File: config.mk
export PLATFORM = sky130hd
export DESIGN_NAME = alu_operand_sequencer
export DESIGN_NICKNAME = d
export VERILOG_FILES = /design/src/rtl/alu_seq_pkg.sv /design/src/rtl/alu_operand_sequencer.sv
export SDC_FILE = /design/constraint.sdc
export NUM_CORES = 1
export LEC_CHECK = 0
export ABC_AREA = 0
export CAP_MARGIN = 40
export CORE_MARGIN = 2
export CORE_UTILIZATION = 30
export DETAILED_ROUTE_END_ITERATION = 8
export GPL_ROUTABILITY_DRIVEN = 1
export PLACE_DENSITY_LB_ADDON = 0.12
export SKIP_LAST_GASP = 1
export SYNTH_ARGS = -nofsm -noshare
export SYNTH_HDL_FRONTEND = slang
export SYNTH_SLANG_ARGS = --single-unit
export TNS_END_PERCENT = 1
File: constraint.sdc
create_clock -name clk -period 1.67 [get_ports clk]
set_input_delay 0.167 -clock clk [delete_from_list [all_inputs] [get_ports clk]]
set_output_delay 0.167 -clock clk [all_outputs]
set_load 0.05 [all_outputs]
File: src/rtl/alu_seq_pkg.sv
// Shared types and constants for the ALU operand sequencer.
// Holds the FSM state encoding and the data/result widths.
package alu_seq_pkg;

   localparam int DATA_W = 8;
   localparam int RES_W  = 9;

   typedef enum logic [1:0] {
      IDLE      = 2'd0,
      LOAD_B    = 2'd1,
      SETTLE    = 2'd2,
      WRITEBACK = 2'd3
   } state_e;

   // Every state except IDLE counts as busy.
   function automatic logic state_busy(input state_e s);
      return (s != IDLE);
   endfunction

endpackage

File: src/rtl/alu_operand_sequencer.sv
// Sequencer/result stage around an external combinational add/sub ALU.
// Ports: clk, rst_n (async low); bus_in, start, op_sel, flag_en in;
//   alu_a/alu_b/alu_op/alu_flagen to ALU; alu_res from ALU;
//   acc, carry_flag, zero_flag, busy, done out.
// Optional: define ALU_ACC_CHAIN_EN to add use_acc (A taken from acc).
module alu_operand_sequencer
   import alu_seq_pkg::*;
#(
   parameter int SETTLE_CYCLES = 2,
   parameter int CNT_W         = 4
) (
   input  logic              clk,
   input  logic              rst_n,
   input  logic [DATA_W-1:0] bus_in,
   input  logic              start,
   input  logic              op_sel,
   input  logic              flag_en,
`ifdef ALU_ACC_CHAIN_EN
   input  logic              use_acc,
`endif
   output logic [DATA_W-1:0] alu_a,
   output logic [DATA_W-1:0] alu_b,
   output logic              alu_op,
   output logic              alu_flagen,
   input  logic [RES_W-1:0]  alu_res,
   output logic [DATA_W-1:0] acc,
   output logic              carry_flag,
   output logic              zero_flag,
   output logic              busy,
   output logic              done
);

   localparam logic [CNT_W-1:0] CNT_LAST = CNT_W'(SETTLE_CYCLES - 1);

   state_e            state_q, state_d;
   logic [DATA_W-1:0] a_q, a_d;
   logic [DATA_W-1:0] b_q, b_d;
   logic              op_q, op_d;
   logic              fe_q, fe_d;
   logic [DATA_W-1:0] acc_q, acc_d;
   logic              c_q, c_d;
   logic              z_q, z_d;
   logic              done_q, done_d;
   logic [CNT_W-1:0]  cnt_q, cnt_d;
   logic [DATA_W-1:0] a_src;

`ifdef ALU_ACC_CHAIN_EN
   // Running sums: A may come from the accumulator instead of the bus.
   assign a_src = use_acc ? acc_q : bus_in;
`else
   assign a_src = bus_in;
`endif

   always_comb begin
      state_d = state_q;
      a_d     = a_q;
      b_d     = b_q;
      op_d    = op_q;
      fe_d    = fe_q;
      acc_d   = acc_q;
      c_d     = c_q;
      z_d     = z_q;
      cnt_d   = cnt_q;
      done_d  = 1'b0;
      unique case (state_q)
         IDLE: begin
            if (start) begin
               a_d     = a_src;
               op_d    = op_sel;
               fe_d    = flag_en;
               state_d = LOAD_B;
            end
         end
         LOAD_B: begin
            b_d     = bus_in;
            cnt_d   = '0;
            state_d = SETTLE;
         end
         SETTLE: begin
            cnt_d = cnt_q + 1'b1;
            if (cnt_q == CNT_LAST) begin
               state_d = WRITEBACK;
            end
         end
         WRITEBACK: begin
            acc_d   = alu_res[DATA_W-1:0];
            // Carry is masked here too, not only inside the ALU.
            c_d     = alu_res[DATA_W] & fe_q;
            z_d     = (alu_res[DATA_W-1:0] == '0);
            done_d  = 1'b1;
            state_d = IDLE;
         end
         default: begin
            state_d = IDLE;
         end
      endcase
   end

   always_ff @(posedge clk or negedge rst_n) begin
      if (!rst_n) begin
         state_q <= IDLE;
         a_q     <= '0;
         b_q     <= '0;
         op_q    <= 1'b0;
         fe_q    <= 1'b0;
         acc_q   <= '0;
         c_q     <= 1'b0;
         z_q     <= 1'b0;
         done_q  <= 1'b0;
         cnt_q   <= '0;
      end else begin
         state_q <= state_d;
         a_q     <= a_d;
         b_q     <= b_d;
         op_q    <= op_d;
         fe_q    <= fe_d;
         acc_q   <= acc_d;
         c_q     <= c_d;
         z_q     <= z_d;
         done_q  <= done_d;
         cnt_q   <= cnt_d;
      end
   end

   assign alu_a      = a_q;
   assign alu_b      = b_q;
   assign alu_op     = op_q;
   assign alu_flagen = fe_q;
   assign acc        = acc_q;
   assign carry_flag = c_q;
   assign zero_flag  = z_q;
   assign done       = done_q;
   assign busy       = state_busy(state_q);

endmodule
==> results.sh <==
export IMPL_status="finished, final reports clean"
export IMPL_crit_slowest_cell="clkdlybuf4s50_1"
export IMPL_cp_top_family="buffers and inverters"
export IMPL_detail_route_vias_per_cell=4.61
export IMPL_ctsResizeCount=0
export IMPL_end_kind="output port"
export IMPL_hold_buffers=0
export IMPL_post_drt_wl_per_cell_um=13.2
export IMPL_drc_errors=0
export IMPL_insertion_delay_ns=0.28
export IMPL_fin_crit_sh=0.960
export IMPL_critPathLaunchType="register"
export IMPL_overflow=0
export IMPL_synth_most_common_cell="dfrtp_1"
export IMPL_maxSlewHeadroom=0.646
export IMPL_initial_utilization=0.309
export IMPL_cts_buffer_depth=2
export IMPL_yosys_register_bits=35
export IMPL_ys_warn_count=0
export IMPL_grt_pass1_wl_mm=4.53
export IMPL_track_usage=0.112
export IMPL_finalCriticalPeriod_ns=1.60
export IMPL_cts_buffers=5
export IMPL_die_area_mm2=0.00541
export IMPL_hp_class="in2async"
export IMPL_worstPathRequired_ns=1.50
export IMPL_synth_cell_types=18
export IMPL_first_global_vias=1020
export IMPL_fin_skew_ns=0.00745
export IMPL_final_nets=193
export IMPL_rows=25
export IMPL_gp_congestion=0.731
export IMPL_cp_max_fo=2
export IMPL_syn_to_final_growth_pct=48.4
export IMPL_worst_pin_slew_ns=0.530
export IMPL_max_freq_mhz=624
export IMPL_synth_area_per_cell_um2=14.1
export IMPL_instances_no_fill=218
export IMPL_clk_pin_slew_ns=0.07
export IMPL_vias=1004
export IMPL_setup_violations=0
export IMPL_ys_flop_type="dfrtp_1"
export IMPL_syn_area_mm2=0.00145
export IMPL_critical_path_class="reg2out"
export IMPL_syn_instance_count=103
export IMPL_drt_iter0_drc=54
export IMPL_synth_edff_count=0
export IMPL_yosys_area_top_type="dfrtp_1"
export IMPL_netlist_area_leader_share=0.603
export IMPL_worst_path_largest_cell_delay_ns=0.81
export IMPL_seq_area_frac_synth=0.603
export IMPL_drv_cap=0
export IMPL_ant_nets=0
export IMPL_tns_ns=0
export IMPL_antenna_cells=0
export IMPL_netlist_top_cells_count="35 x dfrtp_1, 16 x mux2_2, 11 x mux2_1, 9 x inv_1, 7 x ha_1"
export IMPL_cts_root_buf="clkbuf_8"
export IMPL_portBuffers=51
export IMPL_drt_total_wl_mm=2.88
export IMPL_drive_gt1_frac=0.201
export IMPL_first_pass_iters=4
export IMPL_core_area_mm2=0.00469
export IMPL_ys_top_cells_by_area="dfrtp_1 60%, mux2_2 12%, mux2_1 8.5%"
export IMPL_htree_levels=2
export IMPL_arrival_ns=1.44
export IMPL_crit_buf_inv=1
export IMPL_rsz0062_at_grt="false"
export IMPL_place_inst=210
export IMPL_die_y_um=73.6
export IMPL_die_w_um=73.6
export IMPL_cts_sinks=35
export IMPL_async_flop_share=1.00
export IMPL_hold_viol=0
export IMPL_path_cells="clkdlybuf4s50_1"
export IMPL_io_pin_count=52
export IMPL_hpwlAfterDp_mm=2.18
export IMPL_grt_max_degree=36
export IMPL_antenna_found_initial=0
export IMPL_cts_tree="yes"
export IMPL_synth_nets=132
export IMPL_drv_slew=0
-- what timing repair did --
item	CTS	global route
endpoints found under the setup margin	0	1
endpoints found under the hold margin	0	0
setup buffers	0	1
-- state kept, by name, indices dropped and copies added, names as in the netlist --
name,flops
carry_flag,1
alu_op,1
done,1
state_q,2
acc,8
cnt_q,4
alu_a,8
alu_b,8
zero_flag,1
alu_flagen,1
-- metal layers --
metal / up-vias / global-route usage / share of wire
met5: - / 0 / 0
met2: 23 / 0.186 / 0.49
li1: 476 / - / -
met4: 0 / 0.0485 / 0.0094
met3: 2 / 0.0439 / 0.060
met1: 503 / 0.127 / 0.44
-- worst paths after layout --
kind | start | endpoint | slack, ns | cells past startpoint
setup / recovery | acc[7] | acc[7] | 0.07 | 1
hold / removal | rst_n | carry_flag | 0.30 | 2
setup reg to reg | cnt_q[1] | state_q[1] | 0.10 | 5
hold reg to reg | alu_a[5] | alu_a[5] | 0.49 | 1
max in group asynchronous | rst_n | alu_a[7] | 1.05 | 2
min in group clk | alu_a[5] | alu_a[5] | 0.49 | 1
-- cell usage in the layout, fill, tap and decap left out, types with 2 or more instances in the layout --
cell	n
clkdlybuf4s50_1	48
dfrtp_1	35
mux2_2	16
mux2_1	11
inv_1	9
buf_4	8
ha_1	7
nand3_1	6
clkbuf_8	6
o21ai_0	5
nand3b_1	2
nor4_1	2
-- metrics by stage --
| step | setup slack (ns) | utilization | instance area, um2 | hold slack [ns] |
|---|---|---|---|---|
| finish | 0.0669 | 0.459 | 2150 | 0.304 |
| global route | 0.00000877 | 0.459 | 2150 | 0.335 |
| CTS | 0.0432 | 0.458 | 2150 | 0.311 |
| detailed placement | 0.0836 | 0.439 | 2060 | 0.480 |
| global placement | 0.141 | 0.439 | 2060 | 0.473 |
| floorplan | 0.168 | - | 1450 | -0.129 |
-- cells by family (layout without fill, tap and decap cells) --
kind of cell	after synthesis	after routing	synth area share
AOI/OAI and AO/OA	9	9	0.0422
DFF	35	35	0.603
adders and majority gates	7	7	0.0603
buffers and inverters	12	73	0.0319
and+or+nand+nor	13	13	0.0526
muxes	27	27	0.209
-- layout make-up --
type	count	area, um2
fill	429	2540
timing repair buffer	57	561
inverter	9	33.8
sequential	35	876
clock inverter	1	5.00
tap	54	67.6
multi-input combinational	56	529
clock buffer	6	82.6
Power is not shown: default switching activity piles up to over one toggle a cycle in this logic, so the estimate is an artifact.
